<file path="src/rtl/pb_pkg.sv">
// pb_pkg: shared state encoding, default timing constants and counter sizing
// helper for the multi-channel pushbutton processor.
// Optional feature macro used by the design: PB_AUTO_REPEAT_EN.
package pb_pkg;

  typedef enum logic [1:0] {
    IDLE    = 2'd0,
    PRESSED = 2'd1,
    LONG    = 2'd2
  } pb_state_e;

  localparam int DEF_N_CH        = 2;
  localparam int DEF_DEBOUNCE_MS = 20;
  localparam int DEF_LONG_MS     = 2000;
  localparam int DEF_REPEAT_MS   = 250;

  // Bits needed to represent every value from 0 up to and including max_val.
  function automatic int cnt_width(input int max_val);
    return $clog2(max_val + 1);
  endfunction

endpackage

</file>
<file path="src/rtl/pushbutton_channel.sv">
// pushbutton_channel: one button path -- 2-FF synchroniser, stable-time
// debouncer and short/long press classifier. With PB_AUTO_REPEAT_EN defined,
// a held long press re-fires press_long_o every REPEAT_MS cycles.
//
// state   | meaning
// --------+-----------------------------------------------------------
// IDLE    | button released (debounced), waiting for a press
// PRESSED | press in progress, hold time still below the long threshold
// LONG    | long threshold reached, waiting for release
module pushbutton_channel
  import pb_pkg::*;
#(
  parameter int DEBOUNCE_MS = DEF_DEBOUNCE_MS,
  parameter int LONG_MS     = DEF_LONG_MS
`ifdef PB_AUTO_REPEAT_EN
  ,
  parameter int REPEAT_MS   = DEF_REPEAT_MS
`endif
) (
  input  logic clk_1khz,
  input  logic rst_ni,
  input  logic pushbutton_i,
  output logic press_short_o,
  output logic press_long_o,
  output logic held_o
);

  localparam int DEB_W  = cnt_width(DEBOUNCE_MS);
  localparam int HOLD_W = cnt_width(LONG_MS);
  localparam logic [DEB_W-1:0]  DEB_LAST  = DEB_W'(DEBOUNCE_MS - 1);
  localparam logic [HOLD_W-1:0] HOLD_LAST = HOLD_W'(LONG_MS - 1);

`ifdef PB_AUTO_REPEAT_EN
  localparam int REP_W = cnt_width(REPEAT_MS);
  localparam logic [REP_W-1:0] REP_LAST = REP_W'(REPEAT_MS - 1);
  logic [REP_W-1:0] rep_cnt;
`endif

  logic [1:0]        sync_q;
  logic              sync_lvl;
  logic              deb_q;
  logic [DEB_W-1:0]  deb_cnt;
  logic [HOLD_W-1:0] hold_cnt;
  logic              short_arm;
  pb_state_e         state;

  assign sync_lvl = sync_q[1];

  // Two-stage synchroniser for the asynchronous raw button level.
  always_ff @(posedge clk_1khz or negedge rst_ni) begin
    if (!rst_ni) sync_q <= 2'b00;
    else         sync_q <= {sync_q[0], pushbutton_i};
  end

  // Debounce: deb_q follows sync only after DEBOUNCE_MS consecutive mismatched cycles.
  always_ff @(posedge clk_1khz or negedge rst_ni) begin
    if (!rst_ni) begin
      deb_q   <= 1'b0;
      deb_cnt <= '0;
    end else if (sync_lvl != deb_q) begin
      if (deb_cnt == DEB_LAST) begin
        deb_q   <= ~deb_q;
        deb_cnt <= '0;
      end else begin
        deb_cnt <= deb_cnt + 1'b1;
      end
    end else begin
      deb_cnt <= '0;
    end
  end

  // Press classifier with registered outputs. The FSM only returns to IDLE
  // once deb_q is low, so a high deb_q seen in IDLE is always a fresh rise.
  // The short pulse is staged through short_arm so it lands one cycle after
  // the FSM has observed the debounced release.
  always_ff @(posedge clk_1khz or negedge rst_ni) begin
    if (!rst_ni) begin
      state         <= IDLE;
      hold_cnt      <= '0;
      short_arm     <= 1'b0;
      press_short_o <= 1'b0;
      press_long_o  <= 1'b0;
      held_o        <= 1'b0;
`ifdef PB_AUTO_REPEAT_EN
      rep_cnt       <= '0;
`endif
    end else begin
      press_long_o  <= 1'b0;
      short_arm     <= 1'b0;
      press_short_o <= short_arm;
      case (state)
        IDLE: begin
          if (deb_q) begin
            state    <= PRESSED;
            hold_cnt <= '0;
            held_o   <= 1'b1;
          end
        end
        PRESSED: begin
          if (hold_cnt == HOLD_LAST) begin
            // Threshold wins over a release landing on the same cycle.
            press_long_o <= 1'b1;
            if (deb_q) begin
              state <= LONG;
`ifdef PB_AUTO_REPEAT_EN
              rep_cnt <= '0;
`endif
            end else begin
              state  <= IDLE;
              held_o <= 1'b0;
            end
          end else if (!deb_q) begin
            state     <= IDLE;
            held_o    <= 1'b0;
            short_arm <= 1'b1;
          end else if (hold_cnt != '1) begin
            hold_cnt <= hold_cnt + 1'b1;
          end
        end
        LONG: begin
          if (!deb_q) begin
            state  <= IDLE;
            held_o <= 1'b0;
          end
`ifdef PB_AUTO_REPEAT_EN
          else if (rep_cnt == REP_LAST) begin
            press_long_o <= 1'b1;
            rep_cnt      <= '0;
          end else begin
            rep_cnt <= rep_cnt + 1'b1;
          end
`endif
        end
        default: begin
          state  <= IDLE;
          held_o <= 1'b0;
        end
      endcase
    end
  end

endmodule

</file>
<file path="src/rtl/multi_pushbutton_processor.sv">
// multi_pushbutton_processor: N_CH independent debounced pushbutton channels
// clocked by the 1 kHz tick (1 cycle = 1 ms). Optional feature macro:
// PB_AUTO_REPEAT_EN enables periodic press_long_o repeats while held.
module multi_pushbutton_processor
  import pb_pkg::*;
#(
  parameter int N_CH        = DEF_N_CH,
  parameter int DEBOUNCE_MS = DEF_DEBOUNCE_MS,
  parameter int LONG_MS     = DEF_LONG_MS,
  parameter int REPEAT_MS   = DEF_REPEAT_MS
) (
  input  logic            clk_1khz,
  input  logic            rst_ni,
  input  logic [N_CH-1:0] pushbutton_i,
  output logic [N_CH-1:0] press_short_o,
  output logic [N_CH-1:0] press_long_o,
  output logic [N_CH-1:0] held_o
);

  // Refuse to build with a parameter set the timing rules cannot honour.
  if (N_CH < 1 || N_CH > 8 || DEBOUNCE_MS < 2 || LONG_MS <= DEBOUNCE_MS || REPEAT_MS < 1) begin : g_param_check
    $error("multi_pushbutton_processor: illegal parameter set");
  end

  // One fully independent channel per button.
  for (genvar i = 0; i < N_CH; i++) begin : g_ch
    pushbutton_channel #(
      .DEBOUNCE_MS (DEBOUNCE_MS),
      .LONG_MS     (LONG_MS)
`ifdef PB_AUTO_REPEAT_EN
      ,
      .REPEAT_MS   (REPEAT_MS)
`endif
    ) u_ch (
      .clk_1khz      (clk_1khz),
      .rst_ni        (rst_ni),
      .pushbutton_i  (pushbutton_i[i]),
      .press_short_o (press_short_o[i]),
      .press_long_o  (press_long_o[i]),
      .held_o        (held_o[i])
    );
  end

endmodule

</file>
<file path="config.mk">
export PLATFORM = sky130hd
export DESIGN_NAME = multi_pushbutton_processor
export DESIGN_NICKNAME = d
export VERILOG_FILES = /design/src/rtl/pb_pkg.sv /design/src/rtl/pushbutton_channel.sv /design/src/rtl/multi_pushbutton_processor.sv
export SDC_FILE = /design/constraint.sdc
export NUM_CORES = 1
export LEC_CHECK = 0
export CAP_MARGIN = 15
export CORE_ASPECT_RATIO = 1.2
export CORE_UTILIZATION = 55
export DETAILED_ROUTE_END_ITERATION = 7
export PLACE_DENSITY = 0.73
export SYNTH_ARGS = -nofsm -noshare
export SYNTH_HDL_FRONTEND = slang
export SYNTH_SLANG_ARGS = --single-unit
</file>
<file path="constraint.sdc">
create_clock -name clk_1khz -period 3.45 [get_ports clk_1khz]
set_clock_uncertainty 0.05 [all_clocks]
set_input_delay 0.69 -clock clk_1khz [delete_from_list [all_inputs] [get_ports clk_1khz]]
set_output_delay 0.69 -clock clk_1khz [all_outputs]
set_load 0.01 [all_outputs]
</file>
==> results of run 1 <==
[cells in the final DEF (no fill, tap or decap), drive strengths merged, types with 4 or more instances in the layout]
cell type	instances
dfrtp	50
nand2	26
nor2	19
a31oi	16
inv	15
nand3	12
ha	12
a21oi	11
o21ai	10
clkdlybuf4s50	8
xor2	7
nand2b	7
and3	6
and4	5
o211ai	5
clkbuf	5
xnor2	4
nand4	4
[kinds of logic after synthesis]
kind of cell / share of synthesized area (%)
AND/OR/NAND/NOR: 19.2
AO/OA/AOI/OAI: 14.4
flip-flops: 49.8
buffers and inverters: 5.03
adder cells (fa/ha/maj): 5.98
XOR/XNOR: 3.84
multiplexers: 1.74
[where the power goes]
part	leakage, nW	switching (mW)	internal, mW	total, mW
clock network	0.0447	0.202	0.147	0.349
logic	0.471	0.0182	0.0110	0.0292
registers	0.684	0.00611	0.594	0.600
total	1.20	0.227	0.751	0.978
[layer usage]
metal	vias up	global-route usage (%)
met1	922	24.0
met2	31	34.7
met3	6	5.09
li1	914	-
met4	0	8.18
met5	-	0
[worst max-delay path by stage]
stage	startpoint	endpoint	slack [ns]	cells after the start
after floorplan	g_ch[1].u_ch.hold_cnt[0]$_DFFE_PN0P_	g_ch[1].u_ch.hold_cnt[9]$_DFFE_PN0P_	1.64	6
after global placement	g_ch[0].u_ch.state[1]$_DFFE_PN0P_	g_ch[0].u_ch.hold_cnt[0]$_DFFE_PN0P_	1.23	5
after detailed placement	g_ch[0].u_ch.state[1]$_DFFE_PN0P_	g_ch[0].u_ch.hold_cnt[0]$_DFFE_PN0P_	1.17	5
after CTS	g_ch[0].u_ch.state[1]$_DFFE_PN0P_	g_ch[0].u_ch.hold_cnt[0]$_DFFE_PN0P_	1.16	5
after global routing	g_ch[0].u_ch.state[1]$_DFFE_PN0P_	g_ch[0].u_ch.hold_cnt[3]$_DFFE_PN0P_	0.95	6
final	g_ch[0].u_ch.state[1]$_DFFE_PN0P_	g_ch[0].u_ch.hold_cnt[0]$_DFFE_PN0P_	1.15	5
[cell usage after synthesis (all sizes together) (4+ instances only)]
library cell	count
dfrtp	50
nand2	26
nor2	19
a31oi	16
inv	14
ha	12
nand3	12
a21oi	11
o21ai	10
buf	8
nand2b	7
xor2	7
and3	6
and4	5
clkbuf	5
o211ai	5
nand4	4
xnor2	4
[final cells by class]
class | instances | area, um^2
Clock buffer | 5 | 68.8
Clock inverter | 3 | 25.0
Fill cell | 356 | 1610
Inverter | 14 | 52.6
Multi-Input combinational cell | 178 | 1130
Sequential cell | 50 | 1250
Tap cell | 56 | 70.1
Timing Repair Buffer | 11 | 113
[sequential cells by signal, indices dropped and copies added (netlist names)]
register and flops:
g_ch.u_ch.sync_q 4, g_ch.u_ch.state 4, g_ch.u_ch.hold_cnt 22, g_ch.u_ch.deb_cnt 10
g_ch.u_ch.press_short_o 2, g_ch.u_ch.deb_q 2, g_ch.u_ch.short_arm 2, g_ch.u_ch.held_o 2
g_ch.u_ch.press_long_o 2
[worst max-delay path: stages (launching register included)]
cell     delay, ns
dfrtp_1       0.42
inv_1         0.09
ha_1          0.51
o21ai_0       0.19
a31oi_1       0.53
mux2_2        0.40
[per-stage QoR]
step                      util (%)  area [um^2]  worst slack, ns
after global routing          62.7         2710            0.955
after CTS                     62.3         2690             1.16
after floorplan                  -         2510             1.64
after detailed placement      60.1         2600             1.17
final                         62.7         2710             1.15
after global placement        60.1         2600             1.23
==> impl_results.md, run 1 <==
* Relative slew slack at 34.3%
* FF-to-FF setup slack at 1.15 ns
* Hold buffers post-CTS at 0
* Layout cells sized above 1 at 6.13%
* Die Area at slightly below 5000 um^2
* Power per Cell Area at 360 nW/um^2
* Final setup vio count at 0
* Final Power at 978 uW
* 1st-iter DRT viols at 139
* WL final at 4480 um
* Average size of a mapped cell at 9.85 um^2
* Critical path class: reg2reg
* FF-to-FF End: g_ch[0].u_ch.hold_cnt[0]$_DFFE_PN0P_
* Hpwl dp at 3050 um
* DR WL/cell at 14.1 um
* Post-synth top area cell: dfrtp_1
* Core Area at 4330 um^2
* Crit start category: flip-flop
* WL met2 at 2280 um
* Library cells used by synthesis at 41
* Synth-to-Final Area Change at 8.07%
* RSZ-0062 raised after global routing: no
* Initial antenna violation count at 0
* Status: complete, no violations
* Vias in the first global route at 1818
* Ant. Diodes at 0
* Clk root buf: clkbuf_8
* Post-CTS Resized at 0
* Detail Route Antenna Nets at 0
* CP Data Required Time at approximately 3.6 ns
* Number of synthesized flops with an enable pin at 0
* Worst slew pin tran at 0.981 ns
* Total GRT Usage at between 20% and 30%
* TritonCTS clock tree: built
* RD Place Congestion at 0.789
* FP Rows at 26
* Synth top area cells: dfrtp_1 50%, ha_1 6.0%, a31oi_1 4.0%
* MaxCap Viol Count at 0
* Max Freq at approximately 0.43 GHz
* Hold Crit Class: in2async
* Initial DRT Pass Iterations at 4
* Syn_nets at 271
* Final min period at 2.30 ns
* Max clock buf depth at 2
* Leakage at 1.20 nW
* GRT overflow at 0
* Worst setup EP type: flip-flop
* Post-synth ARST share at between 90% and 100%
* FF-to-FF Start: g_ch[0].u_ch.state[1]$_DFFE_PN0P_
* Via count at 1873
* CTS Buf Count at 5
* Top sig layer: met4
* Placed Instances at 308
* Final std cells w/o fill at ~320
* Hold Slack at ~0.27 ns
* Clock Latency Late Sink at about 0.3 ns
* Wl on met1 at 2010 um
* Layout Nets at 276
* Register area share after synthesis at between 40% and 50%
* Setup TNS at 0 ns
* Final slew viol count at 0
* First-pass GRT wire length at 7770 um
* Pin count of the biggest net entering global routing at 51
* Seq cells post-synth at 50
* DRC violation count after routing at 0
* CP Data Arrival Time at ~2.5 ns
* Worst VDD drop at 0.236 mV
* Post-CTS Setup Repair Bufs at 0
* Crit-path max FO at 18
* I/O pin cnt at 10
* Crit share post-route at between 60% and 70%
* Initial Util at 58.0%
* DIE WIDTH at 63.7 um
* PortBufs at 9
* Yosys top cell area share at 49.8%
* Clk sinks at 50
* Reg2reg path depth at 5
* Clock transition at path regs at 0.09 ns
* Syn. warnings at 0
* Synth Instances at 255
* Synthesized cell area at between 2000 and 3000 um^2
* Vert. Die Dim at 76.0 um
* Fin. Hold Viols at 0
* H-tree depth at 2
* Main flop type after synthesis: dfrtp_1
* Via-to-Cell Ratio at 5.91
* Routed wl met3 at 130 um
No activity file was read; power rests on OpenSTA's default activity.
==> run 2: changes to the inputs <==
==> constraint.sdc (replaced) <==
create_clock -name clk_1khz -period 2.26 [get_ports clk_1khz]
set_clock_uncertainty 0.05 [all_clocks]
set_input_delay 0.452 -clock clk_1khz [delete_from_list [all_inputs] [get_ports clk_1khz]]
set_output_delay 0.452 -clock clk_1khz [all_outputs]
set_load 0.01 [all_outputs]
==> run 2 against run 1 <==
  * Design area is 1.7% higher
  * Maximum frequency is 23% higher
  * Hold slack worse by 0.21 ns
  * Sequential power is 53% higher
  * Global-route usage is 0.17 points higher
  * Combinational power is 52% higher
  * Critical path type unchanged
  * Largest power group unchanged
  * Highest routed layer unchanged
==> impl_results.md, run 2 (synthesis gave the netlist of run 1 again) <==
* Layout cells sized above 1 at 7.20% (+1.1 points)
* RSZ-0062 raised after global routing: no
* FF-to-FF setup slack at 0.38 ns (-0.76 ns)
* RD Place Congestion at 0.831 (+5.3%)
* Crit share post-route at 83.1% (+16 points)
* FF-to-FF End: g_ch[1].u_ch.hold_cnt[9]$_DFFE_PN0P_
* Clock Latency Late Sink at 0.31 ns (about the same)
* Relative slew slack at 63.4% (+29 points)
* Detail Route Antenna Nets at 0 (unchanged)
* Crit start category: flip-flop
* Vias in the first global route at 1817 (-0.055%)
* DIE WIDTH at 63.7 um (unchanged)
* Commonest cells after routing, fill and taps aside: 50 x dfrtp_1, 26 x nand2_1, 19 x nor2_1, 16 x a31oi_1, 14 x inv_1
* Max Freq at 0.533 GHz (+23%)
* Post-CTS Setup Repair Bufs at 0 (unchanged)
* Logic pwr share at 2.8% (-0.2 points)
* Fin. Hold Viols at 0 (unchanged)
* WL final at 4170 um (-6.9%)
* Final slew viol count at 0 (unchanged)
* Power per Cell Area at 580 nW/um^2 (+61%)
* Final Power at 1.60 mW (+64%)
* FP Rows at 26 (unchanged)
* Worst setup EP type: flip-flop
* TritonCTS clock tree: built
* Vert. Die Dim at 76.0 um (unchanged)
* H-tree depth at 2 (unchanged)
* Critical path destination: g_ch[1].u_ch.hold_cnt[9]$_DFFE_PN0P_
* Synth-to-Final Area Change at 9.87%
* Worst slew pin tran at 0.544 ns (-0.436 ns)
* Total GRT Usage at 20.5% (+0.17 points)
* Reg power frac at 57.2% (-4.1 points)
* Switching share of power at 21.3% (-1.9 points)
* Status: complete, no violations
* Clock transition at path regs at 0.10 ns (about the same)
* Largest registers: g_ch.u_ch.hold_cnt x22, g_ch.u_ch.deb_cnt x10
* 1st-iter DRT viols at 204 (+47%)
* Critical path class: reg2reg
* Final min period at 1.88 ns (-0.427 ns)
* Hold buffers post-CTS at 0 (unchanged)
* Initial antenna violation count at 0 (unchanged)
* Die Area at 4840 um^2 (unchanged)
* CP Data Arrival Time at 2.08 ns (-0.37 ns)
* CTS Buf Count at 5 (unchanged)
* Worst Setup SP: g_ch[1].u_ch.state[1]$_DFFE_PN0P_
* Hold Crit Class: in2async
* Max clock buf depth at 2 (unchanged)
* Final setup vio count at 0 (unchanged)
* Worst VDD drop at 0.430 mV (+82%)
* Crit-path max FO at 8 (-10)
* DR WL/cell at 13.0 um (-7.8%)
* PortBufs at 9 (unchanged)
* Fillers at 346 (-2.8%)
* NetSw at 341 uW (+50%)
* DRC violation count after routing at 0 (unchanged)
* Clk root buf: clkbuf_8
* Max reg flops at 22 (unchanged)
* Core Area at 4330 um^2 (unchanged)
* Setup TNS at 0 ns (unchanged)
* Commonest non-fill, non-tap cell in the layout: dfrtp_1
* Hpwl dp at 3030 um (-0.71%)
* Clk sinks at 50 (unchanged)
* MaxCap Viol Count at 0 (unchanged)
* Leakage at 1.23 nW (+2.5%)
* Reg2reg path depth at 6 (+1)
* GRT overflow at 0 (unchanged)
* P_int at 1.26 mW (+68%)
* Initial Util at 58.0% (unchanged)
* Via-to-Cell Ratio at 5.71 (-3.4%)
* Post-CTS Resized at 0 (unchanged)
* CP Data Required Time at 2.46 ns (-1.14 ns)
* Layout Nets at 279 (+1.1%)
* Ant. Diodes at 0 (unchanged)
* FF-to-FF Start: g_ch[1].u_ch.state[1]$_DFFE_PN0P_
* Pin count of the biggest net entering global routing at 29 (-43%)
* Initial DRT Pass Iterations at 4 (unchanged)
* First-pass GRT wire length at 7850 um (+0.98%)
* Clock power frac at 40.0% (+4.3 points)
* Via count at 1826 (-2.5%)
* Largest register by flop count: g_ch.u_ch.hold_cnt
* I/O pin cnt at 10 (unchanged)
## run 2: cell count changes in the layout (fill, tap and decap cells not counted)
cell and delta:
clkinvlp_4 -1, bufinv_16 +1, buf_4 +3
## run 2: power groups by stage
stage	Clock, mW	Combinational, mW	Sequential, mW
after floorplan	0	0.0172	0.931
after global placement	0	0.0456	0.933
after detailed placement	0	0.0462	0.933
after CTS	0.661	0.0464	0.915
after global routing	0.690	0.0537	0.918
final	0.639	0.0445	0.915
## run 2: routing by layer
layer	track usage, %	share of wire, %	vias up
li1	-	-	927
met1	26.2	47	865
met2	32.9	49	25
met3	4.19	2.3	9
met4	9.77	1.8	0
met5	0	0	-
## run 2: area by class of cell
cell class / count / area [um^2] / area share, %
Sequential cell: 50 / 1250 / 45.4
Clock buffer: 5 / 68.8 / 2.49
Multi-Input combinational cell: 178 / 1130 / 41.1
Tap cell: 56 / 70.1 / 2.54
Timing Repair Buffer: 14 / 135 / 4.90
Clock inverter: 3 / 47.5 / 1.72
Inverter: 14 / 52.6 / 1.90
## run 2: worst max-delay path: stages, from the launching register on
cell and delay (ns):
dfrtp_1 0.43, inv_1 0.11, ha_1 0.28, nand2_1 0.11, a31o_1 0.25, or4_1 0.51, nand3_1 0.08
## run 2: how the worst min path moves through the flow
stage                                startpoint                                    to  slack [ns]  cells past startpoint
2_1_floorplan                            rst_ni     g_ch[0].u_ch.deb_cnt[0]$_DFF_PN0_        0.11                      0
3_3_place_gp   g_ch[0].u_ch.sync_q[0]$_DFF_PN0_      g_ch[0].u_ch.sync_q[1]$_DFF_PN0_        0.28                      0
3_5_place_dp   g_ch[1].u_ch.short_arm$_DFF_PN0_  g_ch[1].u_ch.press_short_o$_DFF_PN0_        0.29                      0
4_1_cts                                  rst_ni  g_ch[1].u_ch.hold_cnt[6]$_DFFE_PN0P_        0.07                      1
5_1_grt                                  rst_ni     g_ch[1].u_ch.state[1]$_DFFE_PN0P_        0.11                      1
6_report                                 rst_ni  g_ch[1].u_ch.hold_cnt[6]$_DFFE_PN0P_        0.06                      1
## run 2: stage by stage
stage,std cells,hold slack [ns],utilization (%),instance area [um^2],setup WS [ns]
3_3_place_gp,312,0.283,61.1,2640,0.449
4_1_cts,320,0.0709,63.8,2760,0.376
3_5_place_dp,312,0.288,61.1,2640,0.408
2_1_floorplan,255,0.106,-,2510,0.455
5_1_grt,320,0.112,63.8,2760,0.224
6_report,320,0.0566,63.8,2760,0.383
